===== src/rtl/pipe_pkg.sv =====
// Shared constants and helpers for the elastic register pipeline.
package pipe_pkg;

    localparam int unsigned WIDTH_DEF = 8;
    localparam int unsigned DEPTH_DEF = 4;

    // Bits needed to count 0..n inclusive.
    function automatic int unsigned clog2p1(input int unsigned n);
        return $clog2(n + 1);
    endfunction

endpackage


===== src/rtl/pipe_stage.sv =====
// One elastic pipeline slot: a valid bit plus a data word that only updates on valid loads.
module pipe_stage
    import pipe_pkg::*;
#(
    parameter int unsigned      WIDTH     = WIDTH_DEF,
    parameter logic [WIDTH-1:0] RESET_VAL = '0
) (
    input  logic             clk,
    input  logic             rst,
    input  logic             flush,
    input  logic             load,
    input  logic             d_valid,
    input  logic [WIDTH-1:0] d_data,
    output logic             q_valid,
    output logic [WIDTH-1:0] q_data
);

    // Data is captured only with a valid item, so bubbles never disturb the held word.
    always_ff @(posedge clk or posedge rst) begin
        if (rst) begin
            q_valid <= 1'b0;
            q_data  <= RESET_VAL;
        end else if (flush) begin
            q_valid <= 1'b0;
            q_data  <= RESET_VAL;
        end else if (load) begin
            q_valid <= d_valid;
            if (d_valid) begin
                q_data <= d_data;
            end
        end
    end

endmodule


===== src/rtl/pipe_reg_chain.sv =====
// Elastic register chain of DEPTH stages with valid/ready at both ends, flush and occupancy.
module pipe_reg_chain
    import pipe_pkg::*;
#(
    parameter int unsigned      WIDTH     = WIDTH_DEF,
    parameter int unsigned      DEPTH     = DEPTH_DEF,
    parameter logic [WIDTH-1:0] RESET_VAL = '0
) (
    input  logic                         clk,
    input  logic                         rst,
    input  logic                         flush,
    input  logic                         in_valid,
    output logic                         in_ready,
    input  logic [WIDTH-1:0]             in_data,
    output logic                         out_valid,
    input  logic                         out_ready,
    output logic [WIDTH-1:0]             out_data,
    output logic [clog2p1(DEPTH)-1:0]    occupancy
);

    localparam int unsigned OCC_W = clog2p1(DEPTH);

    logic [DEPTH-1:0] valid_q;
    logic [WIDTH-1:0] data_q [DEPTH];
    logic [DEPTH-1:0] load;

    // Go chain walked from the output back: a stage may advance if any later slot is free or the sink drains.
    always_comb begin : adv_chain
        logic go;
        go   = out_ready;
        load = '0;
        for (int i = int'(DEPTH) - 1; i > 0; i--) begin
            go      = go || !valid_q[i];
            load[i] = go;
        end
        in_ready = !flush && (!valid_q[0] || go);
        load[0]  = in_ready;
    end

    for (genvar i = 0; i < DEPTH; i++) begin : g_stage
        if (i == 0) begin : g_head
            pipe_stage #(
                .WIDTH    (WIDTH),
                .RESET_VAL(RESET_VAL)
            ) u_stage (
                .clk    (clk),
                .rst    (rst),
                .flush  (flush),
                .load   (load[i]),
                .d_valid(in_valid),
                .d_data (in_data),
                .q_valid(valid_q[i]),
                .q_data (data_q[i])
            );
        end else begin : g_body
            pipe_stage #(
                .WIDTH    (WIDTH),
                .RESET_VAL(RESET_VAL)
            ) u_stage (
                .clk    (clk),
                .rst    (rst),
                .flush  (flush),
                .load   (load[i]),
                .d_valid(valid_q[i-1]),
                .d_data (data_q[i-1]),
                .q_valid(valid_q[i]),
                .q_data (data_q[i])
            );
        end
    end

    assign out_valid = valid_q[DEPTH-1];
    assign out_data  = data_q[DEPTH-1];

    // Popcount of the valid bits.
    always_comb begin
        occupancy = '0;
        for (int i = 0; i < int'(DEPTH); i++) begin
            occupancy = occupancy + OCC_W'(valid_q[i]);
        end
    end

endmodule

===== config.mk =====
export PLATFORM = sky130hd
export DESIGN_NAME = pipe_reg_chain
export DESIGN_NICKNAME = d
export VERILOG_FILES = /design/src/rtl/pipe_pkg.sv /design/src/rtl/pipe_stage.sv /design/src/rtl/pipe_reg_chain.sv
export SDC_FILE = /design/constraint.sdc
export NUM_CORES = 1
export LEC_CHECK = 0
export ABC_AREA = 1
export BUFFER_PORTS_ARGS = -buffer_cell sky130_fd_sc_hd__buf_2
export CAP_MARGIN = 5
export CORE_ASPECT_RATIO = 0.5
export CORE_MARGIN = 2
export CORE_UTILIZATION = 36
export DETAILED_ROUTE_END_ITERATION = 8
export MAX_ROUTING_LAYER = met4
export PLACE_DENSITY_LB_ADDON = 0.08
export SYNTH_ARGS = -nofsm -noshare
export SYNTH_HDL_FRONTEND = slang
export SYNTH_SLANG_ARGS = --single-unit

===== constraint.sdc =====
create_clock -name clk -period 2.5 [get_ports clk]
set_input_delay 0.375 -clock clk [delete_from_list [all_inputs] [get_ports clk]]
set_output_delay 0.375 -clock clk [all_outputs]
set_load 0.005 [all_outputs]

# Word-level counts from Yosys, hierarchy flattened
# Cells that the tools add are included.
op_classes:
  mux: 20
  n_reduce_logical: 22
  magnitude_cmp: 0
  bitwise_logic: 0
  div: 0
  mul: 0
  n_addsub: 3
  n_eq_ne: 0
  n_shift: 0
op_table:
  columns: ["operator", "count"]
  rows:
  - ["8-bit two-way mux", 12]
  - ["2-bit nonzero test", 8]
  - ["1-bit two-way mux", 8]
  - ["2-bit AND reduction", 4]
  - ["1-bit logical NOT", 5]
  - ["1-bit logical OR", 4]
  - ["2-bit by 1-bit adder with 3-bit output", 1]
  - ["3-bit by 1-bit adder with 3-bit output", 1]
  - ["1-bit by 1-bit adder with 2-bit output", 1]
  - ["1-bit logical AND", 1]
word_totals:
  latch_bits: 0
  in_bits: 13
  n_memories: 0
  out_inout_bits: 13
  wordCells: 53
  ram_bits: 0
  ff_bits: 36
  mem_bits_ro: 0

# Depth between registers and ports, before layout
logic_depth:
  depth_word: 8
  depth_mapped: 7
  depth_no_buf: 7

# Cells and area by module
# From an unflattened synthesis, not the netlist that was laid out.
hier_totals:
  hier_cells: 242
  hier_area_um2: 1853.0
modules_own_cells:
  columns: ["module", "seq_area_each_um2", "cells_each", "area_per_inst_um2", "n_inst"]
  rows:
  - ["pipe_stage", 225.2, 57, 439.2, 4]
  - ["pipe_reg_chain", 0.0, 14, 96.3, 1]

# Worst setup path before layout
# No wires, ideal clock.
synth_timing:
  path_type: "reg-to-output"
  start: "register g_stage[1].g_body.u_stage.q_valid"
  end: "output occupancy[1]"
  required_time_ps: 2125
  path_buffers: 0
  arrival_ps: 1437
  setup_slack_ps: 688
  stages_incl_launch_ff: 6
  cell_sequence: "dfrtp_1 inv_1 fa_1 inv_1 ha_1 ha_1"
synth_via:
  elab_chain_len: 3
synth_rtl:
  columns: ["element", "line", "source"]
  rows:
  - ["from (decl)", "pipe_stage.sv:14", "output logic q_valid,"]
  - ["from (signal assigned)", "pipe_stage.sv:27", "q_valid <= d_valid;"]
  - ["1-bit by 1-bit adder with 2-bit output", "pipe_reg_chain.sv:79", "occupancy = occupancy + OCC_W'(valid_q[i]);"]
  - ["2-bit by 1-bit adder with 3-bit output", "pipe_reg_chain.sv:79", null]
  - ["3-bit by 1-bit adder with 3-bit output", "pipe_reg_chain.sv:79", null]
  - ["to (decl)", "pipe_reg_chain.sv:18", "output logic [clog2p1(DEPTH)-1:0] occupancy"]
# Every way passes these cells.

# Final worst setup path
# Same ends and word-level chain as after synthesis.

==> key figures <==
Status
  – Outcome: complete, no violations

STA
  – Final setup TNS: 0 ps
  – RSZ-0062 raised after global routing: false
  – Endpoints failing hold: 0
  – Max-slew violations: 0
  – Worst-Margin Slew: 508 ps
  – Min cycle time layout: 2260 ps
  – Slew HR: 66.0%
  – Period utilization: about nine tenths
  – F_max: 442 MHz
  – Clock Skews: approximately 4.8 ps
  – Final setup fails: 0

Power and ir drop
  – Pwr/cell area: 594 nW/um^2
  – Worst vdd ir: 0.191 mV
  – Static leakage: between 0.9 and 1 nW

Drt
  – Router iterations before antenna repair: 4
  – Final ANT Viol Nets: 0
  – Metal-1 WL: 1880 um
  – Highest Signal Layer: met3
  – Routed len/inst: 12.5 um
  – Met2 wire length: 1200 um
  – Initial drt markers: 43
  – Vias: 1189
  – Remaining DRCs: 0
  – DR WL met3: 119 um
  – DRT Wirelength: 3200 um
  – Vias per cell: 4.66

Clocking
  – CTS tree: built
  – CTS clk-pin slew, worst paths: 70 ps
  – Setup Fix Bufs, Post-CTS: 0
  – Deepest level of the CTS H-tree: 2
  – CTS buffer count: 5
  – Root Driver: clkbuf_8
  – Clk_lat worst skew: between 200 and 300 ps
  – CTS resizes: 0
  – Max Root-Sink Buffers: 2
  – CTS hold repair buffers: 0
  – CTS Sinks: 36

Yosys
  – Sequential share of the synthesized area: 55.3%
  – Syn avg cell area: between 9 and 10 um^2
  – FF+latch count, synth: 36
  – Warnings, synthesis: 0
  – Synth cell types: 23
  – Syn Inst Count: 175
  – Syn Std Cell Area: 1630 um^2
  – Syn nets: between 150 and 200

Setup path
  – R2R depth: 6
  – Worst path max stage delay: 480 ps
  – Required time of the critical path: 2120 ps
  – Crit path max fanout: 4
  – Critical Path AT: 1890 ps
  – Critical path destination: occupancy[1]
  – CP Launch Type: register
  – Flop2flop setup slack: 1200 ps
  – Crit path kind: reg2out
  – CP cell instances: inv_1 > fa_1 > inv_1 > ha_1 > ha_1 > buf_2
  – Worst setup startpoint: g_stage[1].g_body.u_stage.q_valid
  – RR Startpoint: g_stage[2].g_body.u_stage.q_valid
  – Worst setup EP type: output pin
  – Cell at the slowest stage of the critical path: fa_1
  – R2r endpoint: g_stage[1].g_body.u_stage.q_data[2]

Die
  – Die area: between 5000 and 6000 um^2
  – Die height: ~52 um
  – Row Count: 17
  – Die width: about 99 um
  – Core Region: 4380 um^2
  – I/O Pins: 26
  – Initial core utilization: 37.2%

Final layout
  – Fin nets: 213
  – Diodes inserted: 0
  – Layout cells sized above 1: 21.7%
  – Final Core Density: 42.1%
  – # fillers: roughly 450
  – Area grow syn2layout: 13.4%

Job
  – Max-cap violations: 0

GRT
  – Initial antenna violation count: 0
  – Number of global-route vias before repair: 1200
  – GRT overflow: 0
  – Largest net degree at the start of global routing: 37
  – First-pass GRT wire length: roughly 5600 um
  – Overall Global Routing Usage: 14.2%

Placement
  – Number of buffers added on ports: 25
  – DP HPWL: about 2300 um
  – Gp weighted congestion: 0.734

Hold path
  – Hold Crit Class: in2async
state kept, by name, summed over array words and instances (netlist names):
name,count
g_stage.g_body.u_stage.q_valid,3
g_stage.g_head.u_stage.q_data,8
g_stage.g_head.u_stage.q_valid,1
g_stage.g_body.u_stage.q_data,24
worst max-delay path: cells and delay by family, from the launching register on:
family                     cells  cell delay (ps)
buffers and inverters          3              250
adders and majority gates      3              910
DFF                            1              440
worst min path at each step:
stage / start / end
after floorplan: g_stage[1].g_body.u_stage.q_data[0] / g_stage[1].g_body.u_stage.q_data[0]
after global placement: g_stage[1].g_body.u_stage.q_data[1] / g_stage[1].g_body.u_stage.q_data[1]
after detailed placement: g_stage[1].g_body.u_stage.q_data[1] / g_stage[1].g_body.u_stage.q_data[1]
after CTS: rst / g_stage[3].g_body.u_stage.q_data[7]
after global routing: rst / g_stage[3].g_body.u_stage.q_data[7]
final: rst / g_stage[3].g_body.u_stage.q_data[7]
cells in the final DEF (no fill, tap or decap), types with 3 or more instances in the layout:
| cell type | n |
|---|---|
| nand3_1 | 32 |
| dfrtp_1 | 36 |
| buf_2 | 25 |
| inv_1 | 14 |
| o21ai_0 | 9 |
| nand2_1 | 43 |
| nand4_1 | 8 |
| a21oi_1 | 3 |
| clkbuf_8 | 6 |
cells by family after synthesis:
family          Yosys count  synth area share, %
simple gates             92                 28.3
flops                    36                 55.3
buf+inv                  30                 9.29
compound gates           14                 4.38
fa+ha+maj                 3                 2.76
per-layer routing:
layer  vias to the layer above  GRT usage (%)
met1                       555           21.4
met5                         -              -
met2                        23           19.3
met4                         0           2.74
li1                        611              -
met3                         0           3.63
power breakdown:
part	switching [mW]	internal [mW]	total, mW
clock network	0.193	0.225	0.417
registers	0.00895	0.595	0.604
logic	0.0508	0.0244	0.0752
per-stage QoR:
step	setup slack, ps	hold WS [ps]	power, mW	cell area [um^2]	std cells
floorplan	688	442	0.664	1630	175
global placement	567	456	0.691	1760	247
detailed placement	528	461	0.693	1760	247
CTS	228	218	1.11	1850	255
global route	155	243	1.16	1850	255
finish	238	195	1.10	1850	255
cell usage after synthesis (all sizes together):
cell type  instances  area (um^2)
a21oi              3         15.0
a31oi              1         6.26
buf               12         83.8
clkinv             2         7.51
dfrtp             36          901
fa                 1         20.0
ha                 2         25.0
inv               16         60.1
nand2             46          190
nand3             34          188
nand4              8         50.1
nor2               4         32.5
o21ai             10         50.0
layout make-up:
cell class	instances	area (um^2)	area share, %
Clock buffer	8	90.1	4.88
Inverter	18	67.6	3.66
Multi-Input combinational cell	109	577	31.2
Sequential cell	36	901	48.8
Tap cell	57	71.3	3.86
Timing Repair Buffer	27	140	7.59
(Power assumes the default switching activity.)
